--- src/rtl/rf_write_arbiter_pkg.sv ---
// Shared constants and the write-request record used by the register-file
// write arbiter and its scoreboard.
package rf_pkg;

    localparam int REG_AW    = 5;
    localparam int NUM_REGS  = 32;
    localparam int RF_DATA_W = 32;
    localparam logic [REG_AW-1:0] REG_ZERO = 5'd0;

    typedef struct packed {
        logic                 we;
        logic [REG_AW-1:0]    wa;
        logic [RF_DATA_W-1:0] wd;
    } wr_req_t;

endpackage

--- src/rtl/rf_write_arbiter_if.sv ---
// Bus bundle between writeback/long-latency sources, the hazard unit and the
// register-file write port.
interface rf_write_arbiter_if
    import rf_pkg::*;
#(
    parameter int DATA_W = RF_DATA_W
) ();

    logic              a_we;
    logic [REG_AW-1:0] a_wa;
    logic [DATA_W-1:0] a_wd;
    logic              b_valid;
    logic [REG_AW-1:0] b_wa;
    logic [DATA_W-1:0] b_wd;
    logic              b_ready;
    logic              mark_valid;
    logic [REG_AW-1:0] mark_addr;
    logic [REG_AW-1:0] q_ra1;
    logic [REG_AW-1:0] q_ra2;
    logic              busy1;
    logic              busy2;
    logic              rf_we;
    logic [REG_AW-1:0] rf_wa;
    logic [DATA_W-1:0] rf_wd;
    logic              stall_req;
    logic              waw_err;

    modport master (
        output a_we, a_wa, a_wd,
        output b_valid, b_wa, b_wd,
        input  b_ready,
        output mark_valid, mark_addr,
        output q_ra1, q_ra2,
        input  busy1, busy2,
        input  rf_we, rf_wa, rf_wd,
        input  stall_req, waw_err
    );

    modport slave (
        input  a_we, a_wa, a_wd,
        input  b_valid, b_wa, b_wd,
        output b_ready,
        input  mark_valid, mark_addr,
        input  q_ra1, q_ra2,
        output busy1, busy2,
        output rf_we, rf_wa, rf_wd,
        output stall_req, waw_err
    );

endinterface

--- src/rtl/rf_scoreboard.sv ---
// Busy bit per architectural register: set on long-latency issue, cleared
// when that result commits. Reads reflect the state before this cycle's update.
module rf_scoreboard
    import rf_pkg::*;
(
    input  logic                clk,
    input  logic                rst_n,
    input  logic                set_en,
    input  logic [REG_AW-1:0]   set_addr,
    input  logic                clr_en,
    input  logic [REG_AW-1:0]   clr_addr,
    input  logic [REG_AW-1:0]   q_ra1,
    input  logic [REG_AW-1:0]   q_ra2,
    output logic                busy1,
    output logic                busy2,
    output logic [NUM_REGS-1:0] busy
);

    logic [NUM_REGS-1:0] busy_nxt;

    // Set is applied after clear so a fresh issue survives a same-cycle commit.
    always_comb begin
        busy_nxt = busy;
        if (clr_en)
            busy_nxt[clr_addr] = 1'b0;
        if (set_en && (set_addr != REG_ZERO))
            busy_nxt[set_addr] = 1'b1;
    end

    always_ff @(posedge clk) begin
        if (!rst_n)
            busy <= '0;
        else
            busy <= busy_nxt;
    end

    assign busy1 = (q_ra1 != REG_ZERO) && busy[q_ra1];
    assign busy2 = (q_ra2 != REG_ZERO) && busy[q_ra2];

endmodule

--- src/rtl/rf_write_arbiter.sv ---
// Shares the register-file write port between in-order writeback (A, highest
// priority) and the long-latency return path (B, one-entry skid buffer).
module rf_write_arbiter
    import rf_pkg::*;
#(
    parameter int DATA_W       = RF_DATA_W,
    parameter int STARVE_LIMIT = 4
) (
    input  logic               clk,
    input  logic               rst_n,
    rf_write_arbiter_if.slave  bus
);

    wr_req_t             a_req;
    wr_req_t             b_req;
    wr_req_t             buf_req_p0;
    wr_req_t             sel_req;
    logic                buf_valid;
    logic                b_ready;
    logic                b_fire;
    logic                capture;
    logic                bypass;
    logic                drain;
    logic                commit_en;
    logic [REG_AW-1:0]   commit_wa;
    logic [3:0]          starve_cnt;
    logic [3:0]          starve_nxt;
    logic                stall_q;
    logic                waw_q;
    logic [NUM_REGS-1:0] busy_vec;

    assign a_req = '{we: bus.a_we,    wa: bus.a_wa, wd: RF_DATA_W'(bus.a_wd)};
    assign b_req = '{we: bus.b_valid, wa: bus.b_wa, wd: RF_DATA_W'(bus.b_wd)};

    // A full buffer refuses B even while it drains, keeping b_ready off the drain path.
    assign b_ready = !buf_valid && rst_n;
    assign b_fire  = bus.b_valid && b_ready;
    assign capture = b_fire && bus.a_we;
    assign bypass  = b_fire && !bus.a_we;
    assign drain   = buf_valid && !bus.a_we;

    assign commit_en = bypass || drain;
    assign commit_wa = drain ? buf_req_p0.wa : bus.b_wa;

    always_comb begin
        sel_req = '0;
        if (a_req.we)
            sel_req = a_req;
        else if (buf_valid)
            sel_req = buf_req_p0;
        else if (bus.b_valid)
            sel_req = b_req;
    end

    always_comb begin
        starve_nxt = starve_cnt;
        if (drain)
            starve_nxt = 4'd0;
        else if (buf_valid && bus.a_we && (starve_cnt != 4'hf))
            starve_nxt = starve_cnt + 4'd1;
    end

    // Skid buffer stage: control is reset, the held payload is not.
    always_ff @(posedge clk) begin
        if (!rst_n)
            buf_valid <= 1'b0;
        else if (capture)
            buf_valid <= 1'b1;
        else if (drain)
            buf_valid <= 1'b0;
    end

    always_ff @(posedge clk) begin
        if (capture)
            buf_req_p0 <= b_req;
    end

    always_ff @(posedge clk) begin
        if (!rst_n) begin
            starve_cnt <= 4'd0;
            stall_q    <= 1'b0;
            waw_q      <= 1'b0;
        end else begin
            starve_cnt <= starve_nxt;
            if (drain)
                stall_q <= 1'b0;
            else if (starve_nxt >= 4'(STARVE_LIMIT))
                stall_q <= 1'b1;
            if (bus.a_we && (bus.a_wa != REG_ZERO) && busy_vec[bus.a_wa])
                waw_q <= 1'b1;
        end
    end

    rf_scoreboard u_scoreboard (
        .clk      (clk),
        .rst_n    (rst_n),
        .set_en   (bus.mark_valid),
        .set_addr (bus.mark_addr),
        .clr_en   (commit_en),
        .clr_addr (commit_wa),
        .q_ra1    (bus.q_ra1),
        .q_ra2    (bus.q_ra2),
        .busy1    (bus.busy1),
        .busy2    (bus.busy2),
        .busy     (busy_vec)
    );

    assign bus.b_ready   = b_ready;
    assign bus.rf_we     = sel_req.we && (sel_req.wa != REG_ZERO) && rst_n;
    assign bus.rf_wa     = sel_req.wa;
    assign bus.rf_wd     = DATA_W'(sel_req.wd);
    assign bus.stall_req = stall_q;
    assign bus.waw_err   = waw_q;

endmodule

--- src/flat_wrapper.sv ---
// flat-port wrapper written by rule: the top's interface ports become plain ports
module rf_write_arbiter_flat import rf_pkg::*;
#(
    parameter int DATA_W       = RF_DATA_W,
    parameter int STARVE_LIMIT = 4
)
  (clk, rst_n, bus_a_we, bus_a_wa, bus_a_wd, bus_b_valid, bus_b_wa, bus_b_wd, bus_b_ready, bus_mark_valid, bus_mark_addr, bus_q_ra1, bus_q_ra2, bus_busy1, bus_busy2, bus_rf_we, bus_rf_wa, bus_rf_wd, bus_stall_req, bus_waw_err);
  rf_write_arbiter_if #(.DATA_W(DATA_W)) bus_i ();
  input  logic clk;
  input  logic rst_n;
  input wire logic [$bits(bus_i.a_we)-1:0] bus_a_we;
  input wire logic [$bits(bus_i.a_wa)-1:0] bus_a_wa;
  input wire logic [$bits(bus_i.a_wd)-1:0] bus_a_wd;
  input wire logic [$bits(bus_i.b_valid)-1:0] bus_b_valid;
  input wire logic [$bits(bus_i.b_wa)-1:0] bus_b_wa;
  input wire logic [$bits(bus_i.b_wd)-1:0] bus_b_wd;
  output wire logic [$bits(bus_i.b_ready)-1:0] bus_b_ready;
  input wire logic [$bits(bus_i.mark_valid)-1:0] bus_mark_valid;
  input wire logic [$bits(bus_i.mark_addr)-1:0] bus_mark_addr;
  input wire logic [$bits(bus_i.q_ra1)-1:0] bus_q_ra1;
  input wire logic [$bits(bus_i.q_ra2)-1:0] bus_q_ra2;
  output wire logic [$bits(bus_i.busy1)-1:0] bus_busy1;
  output wire logic [$bits(bus_i.busy2)-1:0] bus_busy2;
  output wire logic [$bits(bus_i.rf_we)-1:0] bus_rf_we;
  output wire logic [$bits(bus_i.rf_wa)-1:0] bus_rf_wa;
  output wire logic [$bits(bus_i.rf_wd)-1:0] bus_rf_wd;
  output wire logic [$bits(bus_i.stall_req)-1:0] bus_stall_req;
  output wire logic [$bits(bus_i.waw_err)-1:0] bus_waw_err;
  assign bus_i.a_we = bus_a_we;
  assign bus_i.a_wa = bus_a_wa;
  assign bus_i.a_wd = bus_a_wd;
  assign bus_i.b_valid = bus_b_valid;
  assign bus_i.b_wa = bus_b_wa;
  assign bus_i.b_wd = bus_b_wd;
  assign bus_b_ready = bus_i.b_ready;
  assign bus_i.mark_valid = bus_mark_valid;
  assign bus_i.mark_addr = bus_mark_addr;
  assign bus_i.q_ra1 = bus_q_ra1;
  assign bus_i.q_ra2 = bus_q_ra2;
  assign bus_busy1 = bus_i.busy1;
  assign bus_busy2 = bus_i.busy2;
  assign bus_rf_we = bus_i.rf_we;
  assign bus_rf_wa = bus_i.rf_wa;
  assign bus_rf_wd = bus_i.rf_wd;
  assign bus_stall_req = bus_i.stall_req;
  assign bus_waw_err = bus_i.waw_err;
  rf_write_arbiter #(.DATA_W(DATA_W), .STARVE_LIMIT(STARVE_LIMIT)) u_core (.clk(clk), .rst_n(rst_n), .bus(bus_i));
endmodule
--- config.mk ---
export PLATFORM = sky130hd
export DESIGN_NAME = rf_write_arbiter_flat
export DESIGN_NICKNAME = d
export VERILOG_FILES = /design/src/rtl/rf_write_arbiter_pkg.sv /design/src/rtl/rf_write_arbiter_if.sv /design/src/rtl/rf_scoreboard.sv /design/src/rtl/rf_write_arbiter.sv /design/src/flat_wrapper.sv
export SDC_FILE = /design/constraint.sdc
export NUM_CORES = 1
export LEC_CHECK = 0
export BUFFER_PORTS_ARGS = -buffer_cell sky130_fd_sc_hd__buf_2
export CORE_ASPECT_RATIO = 1.75
export CORE_MARGIN = 10
export CORE_UTILIZATION = 45
export DETAILED_ROUTE_END_ITERATION = 12
export GPL_TIMING_DRIVEN = 0
export PLACE_DENSITY_LB_ADDON = 0.25
export SYNTH_ARGS = -nofsm -noshare
export SYNTH_HDL_FRONTEND = slang
export SYNTH_SLANG_ARGS = --single-unit
--- constraint.sdc ---
create_clock -name clk -period 4.4 [get_ports clk]
set_clock_uncertainty 0.1 [all_clocks]
set_input_delay 0.22 -clock clk [delete_from_list [all_inputs] [get_ports clk]]
set_output_delay 0.22 -clock clk [all_outputs]
set_load 0.02 [all_outputs]
Yosys cells after proc, flatten, opt, wreduce, memory -nomap -nowiden --
Cells that the tools add are included.
Word-level totals: flip-flop bits (word level) 77, output and inout port bits 43, input bits 94, logic and storage cells 68
Cells by class: $add $sub $neg 1, $lt $le $gt $ge 8, bitwise operators 4, muxes and demuxes 20, reductions and logical operators 26, eq/ne operators 1
Operator list (count):
- two-way mux 38 bit | 3
- two-way mux 32 bit | 2
- bitwise AND 32 bit | 1
- NOT 32 bit | 1
- OR 32 bit | 1
- less-than comparator 5 x 6 -> 1 bit, second input constant | 5
- nonzero test 5 bit | 5
- logical AND 1 bit | 16
- binary-select mux 1 bit (select 5 bit) | 3
- demux 1 bit (select 5 bit) | 2
- greater-or-equal comparator 5 x 1 -> 1 bit, second input constant | 2
- two-way mux 4 bit | 2
- two-way mux 1 bit | 7
- two-way mux 5 bit | 1
- adder 4 x 1 -> 4 bit, second input constant | 1
- greater-or-equal comparator 4 x 3 -> 1 bit, second input constant | 1
- inequality test 4 bit, second input constant | 1
- logical NOT 1 bit | 2
- nonzero test 2 bit | 1
- OR reduction 2 bit | 1
- logical OR 1 bit | 1
- NOT 1 bit | 1

Logic depth before layout (Yosys ltp) --
word-level depth 12, mapped depth 7, depth with buffers taken out 5

Cells and area by module --
Synthesis repeated with hierarchy kept, for this count alone.
Unflattened totals: cells, all modules 483, area, all modules 4590.7 um2
By module, submodules not included:
- rf_write_arbiter | seq. area each 1281.2 um2, area an instance 2566.2 um2, cells an instance 246, times used 1
- rf_scoreboard | seq. area each 640.6 um2, area an instance 2024.4 um2, cells an instance 237, times used 1

Least setup slack after synthesis --
No wires, ideal clock.
kind flip-flop to flip-flop, start point register u_core.buf_valid, end point register u_core.buf_req_p0[0] (netlist bit), enable pin, library setup time 0.399 ns, path buffers 3, data arrival time 2.059 ns, cell stages (with the launch flop) 6, clock period less this slack 2.559 ns, data required time 3.901 ns, setup slack 1.841 ns, cells stage by stage dfxtp_1 > clkbuf_1 > nor2b_1 > clkbuf_1 > clkbuf_1 > and3_1
On the way: longest elaborated chain between the ends 4
Ends and longest elaborated chain:
- start, declared | line rf_write_arbiter.sv:18 | logic buf_valid;
- start signal, assigned | line rf_write_arbiter.sv:66 | buf_valid <= 1'b0;
- start signal, assigned | line rf_write_arbiter.sv:68 | buf_valid <= 1'b1;
- start signal, assigned | line rf_write_arbiter.sv:70 | buf_valid <= 1'b0;
- logical NOT 1 bit | line rf_write_arbiter.sv:36 | assign b_ready = !buf_valid && rst_n;
- logical AND 1 bit | line rf_write_arbiter.sv:36
- logical AND 1 bit | line rf_write_arbiter.sv:37 | assign b_fire = bus.b_valid && b_ready;
- logical AND 1 bit | line rf_write_arbiter.sv:38 | assign capture = b_fire && bus.a_we;
- named net u_core.capture | line rf_write_arbiter.sv:21 | logic capture;
- end signal, assigned | line rf_write_arbiter.sv:75 | buf_req_p0 <= b_req;
- end, declared | line rf_write_arbiter.sv:16 | wr_req_t buf_req_p0;
The timed path passes the listed nets, and every way through them passes these cells. A chain may end at the register's enable or synchronous reset.

Worst setup path in the final report --
start point register u_core.buf_valid, end point output bus_rf_wd[29]
On the way: longest elaborated chain between the ends 2
Ends and longest elaborated chain:
- two-way mux 38 bit | line rf_write_arbiter.sv:49 | else if (buf_valid)
- two-way mux 38 bit | line rf_write_arbiter.sv:47 | if (a_req.we)
- end, declared | line flat_wrapper.sv:26 | output wire logic [$bits(bus_i.rf_wd)-1:0] bus_rf_wd;
Every way passes these cells.

==> run summary <==
Status: finished clean
Register area share after synthesis: 41.9%
Final Hold Vio Count: 0
Post-CTS Setup Inserts: 0
Flop2flop setup slack: 1.75 ns
Number of max-cap violations: 0
GRT overflow: 0
Most frequent cells in the layout: 141 x buf_2, 79 x nand2_1, 39 x dfxtp_1, 38 x edfxtp_1
Number of diodes: 0
DRT Pass-1 Iters: 5
I/O pin count: 137
DRC: 0
Pwr/cell area: 297 nW/um^2
Vias in the first global route: 4,791
CTS tree: done
Antenna Nets Post-Route: 0
Rel. slew slack: 31.8%
Worst r2r path cells: 5
Critical path arrival: 2.56 ns
I/O Buffers: 128
Initial antenna violation count: 0
Min-Delay Path Class: in -> reg
Gate power share: 18.4%
EDFF count, synth: 38
Share of cells above drive strength 1: 30.7%
Reg clk slew, reported paths: 0.06 ns
Max Clk Rate: 347 MHz
Initial Util: 46.2%
WP data required: 4.08 ns
Die area: 14,800 sq um
Final Wtd Congestion: 0.889
Clk root buf: clkbuf_16
Tcrit/Tclk final: 65.6%
Most used cell, CP: buf_2
Pin count of the biggest net entering global routing: 39
Final setup TNS: 0 ns
Yosys Warn Count: 0
R2R Path End: u_core.buf_req_p0[4]
WL per Instance: 20.3 microns
Core Area: 9910 sq um
Synth cell types: 48
Top cells by area, synth: edfxtp_1 25%, dfxtp_1 17%, mux4_2 11%
Row Count: 48
Power Internal: 1.28 mW
First-pass GRT wire length: 23,900 microns
Async SR Flop Fraction: 0%
Switching share of power: 27.9%
Max clock buf depth: 2
CTS H-tree depth: 3
Clk network pwr share: 37.9%
Worst setup endpoint: bus_rf_wd[29]
Critical Path Max Stage Delay: 0.37 ns
Fillers: 841
Synth top area share: 24.9%
Final setup violation count: 0
Critical Path Start Type: flop
Worst Tran Pin Value: 1.02 ns
Pleak: 2.32 nW
Detailed Place HPWL: 12,000 microns
Num CTS Buffers: 9
Synthesized flop and latch total: 77
CP max FO: 10
Die W: 96.3 microns
CP endpoint kind: output port
RSZ-0062 raised after global routing: no
CP Class: reg -> out
CP startpoint: u_core.buf_valid
Avg Inst Size Synth: 10.2 sq um
Ys flop type: dfxtp_1
Clock latency on the worst-skew pair: 0.34 ns
Mapped cell area: 4580 sq um
Commonest non-fill, non-tap cell in the layout: buf_2
Fin nets: 719
Pre-CTS setup slack: 1.74 ns
Min Tclk post-route: 2.88 ns
GRT Total Usage: 20.6%
FF-to-FF Start: u_core.buf_valid
Clock sinks: 77
Flop pwr share: 43.7%
Final setup margin: 1.52 ns
Via Count: 4,374
Yosys top cell by area: edfxtp_1
Psw: 496 uW
Max-slew violation count: 0
Syn_nets: 546
Drt first-iter violations: 231
Slowest CP cell: dfxtp_1
Peak supply drop: 0.209 mV
Mapped Cells: 451
Critical Path, Cell by Cell: clkbuf_1 > buf_2 > clkbuf_1 > buf_2 > a22oi_1 > o21ai_0 > buf_2
Die height: 153 microns
Vias per inst: 5.80
Area Growth Syn to Fin: 30.9%
WL final: 15,300 microns
==> power groups by stage <==
stage	logic, mW	registers [mW]	clock network (mW)
global placement	0.297	0.792	0
finish	0.328	0.777	0.673
detailed placement	0.301	0.792	0
global route	0.357	0.778	0.715
CTS	0.326	0.777	0.685
floorplan	0.177	0.790	0
==> area by class of cell <==
type | instances | area, sq um | area share (%)
well taps | 125 | 156 | 2.61
flip-flops and latches | 77 | 1920 | 32.1
repair buffers | 162 | 981 | 16.4
multi-input cells | 328 | 2460 | 41.0
inverters | 4 | 15.0 | 0.250
plain buffers | 42 | 189 | 3.15
clock inverters | 7 | 50.0 | 0.835
clock buffers | 9 | 225 | 3.76
==> worst min path at each step <==
| stage | cells after the start | slack [ns] | to | from |
|---|---|---|---|---|
| after floorplan | 0 | 0.22 | u_core.buf_req_p0[0] | bus_b_wd[0] |
| after global placement | 1 | 0.31 | u_core.buf_req_p0[37] | bus_b_valid |
| after detailed placement | 1 | 0.31 | u_core.buf_req_p0[37] | bus_b_valid |
| after CTS | 1 | 0.01 | u_core.buf_req_p0[35] | bus_b_wa[3] |
| after global routing | 1 | 0.01 | u_core.buf_req_p0[35] | bus_b_wa[3] |
| final | 1 | 0.02 | u_core.buf_req_p0[35] | bus_b_wa[3] |
==> flip-flops by register name, summed over array words and instances, names as in the netlist <==
register and cells:
u_core.u_scoreboard.busy 32, u_core.starve_cnt 4, u_core.bus.waw_err 1, u_core.bus.stall_req 1
u_core.buf_req_p0 38, u_core.buf_valid 1
==> critical path, delay by kind of cell (launching register included) <==
| family | cells | cell delay (ns) |
|---|---|---|
| buffers and inverters | 5 | 1.46 |
| flip-flops | 1 | 0.37 |
| AO/OA/AOI/OAI | 2 | 0.40 |
==> through the flow <==
stage | hold WS [ns] | area, sq um | power, mW | utilization (%) | cells
CTS | 0.0113 | 6000 | 1.79 | 60.5 | 754
finish | 0.0202 | 6000 | 1.78 | 60.5 | 754
global placement | 0.310 | 5380 | 1.09 | 54.3 | 704
floorplan | 0.219 | 4580 | 0.967 | - | 451
detailed placement | 0.311 | 5380 | 1.09 | 54.3 | 704
global route | 0.0119 | 6000 | 1.85 | 60.5 | 754
==> per-layer routing <==
layer,global-route usage (%),share of wire [%],up-vias
met5,0,0,-
met2,38.0,53,182
li1,-,-,2106
met4,11.6,4.7,0
met1,19.7,34,2037
met3,4.46,8.3,49
==> cells by family after synthesis <==
| kind of cell | Yosys count | synth area share, % |
|---|---|---|
| compound gates | 154 | 23.9 |
| mux | 43 | 16.1 |
| fa+ha+maj | 1 | 0.273 |
| xor+xnor | 2 | 0.382 |
| simple gates | 128 | 12.9 |
| buf+inv | 46 | 4.45 |
| flops | 77 | 41.9 |
==> Yosys cell counts, types with 2 or more instances <==
cell type	n
inv_1	4
mux2_2	7
buf_4	2
a22oi_1	32
a31oi_1	9
buf_2	13
a21oi_1	6
dfxtp_1	39
buf_1	5
nor4bb_1	3
edfxtp_1	38
nor2b_1	10
nor4_1	2
nor2_1	13
o41ai_1	31
nor3_1	3
clkbuf_1	21
mux4_2	23
mux2i_1	11
nand2b_1	4
a21boi_0	31
and3_1	2
o211a_1	2
nand3b_1	4
and2_1	2
o21ai_0	34
nand2_1	79
==> timing repair <==
item / in CTS / in global routing
hold endpoints to repair: 34 / 0
hold buffers: 34 / 0
resized for setup: 0 / 0
(Power assumes the default switching activity.)
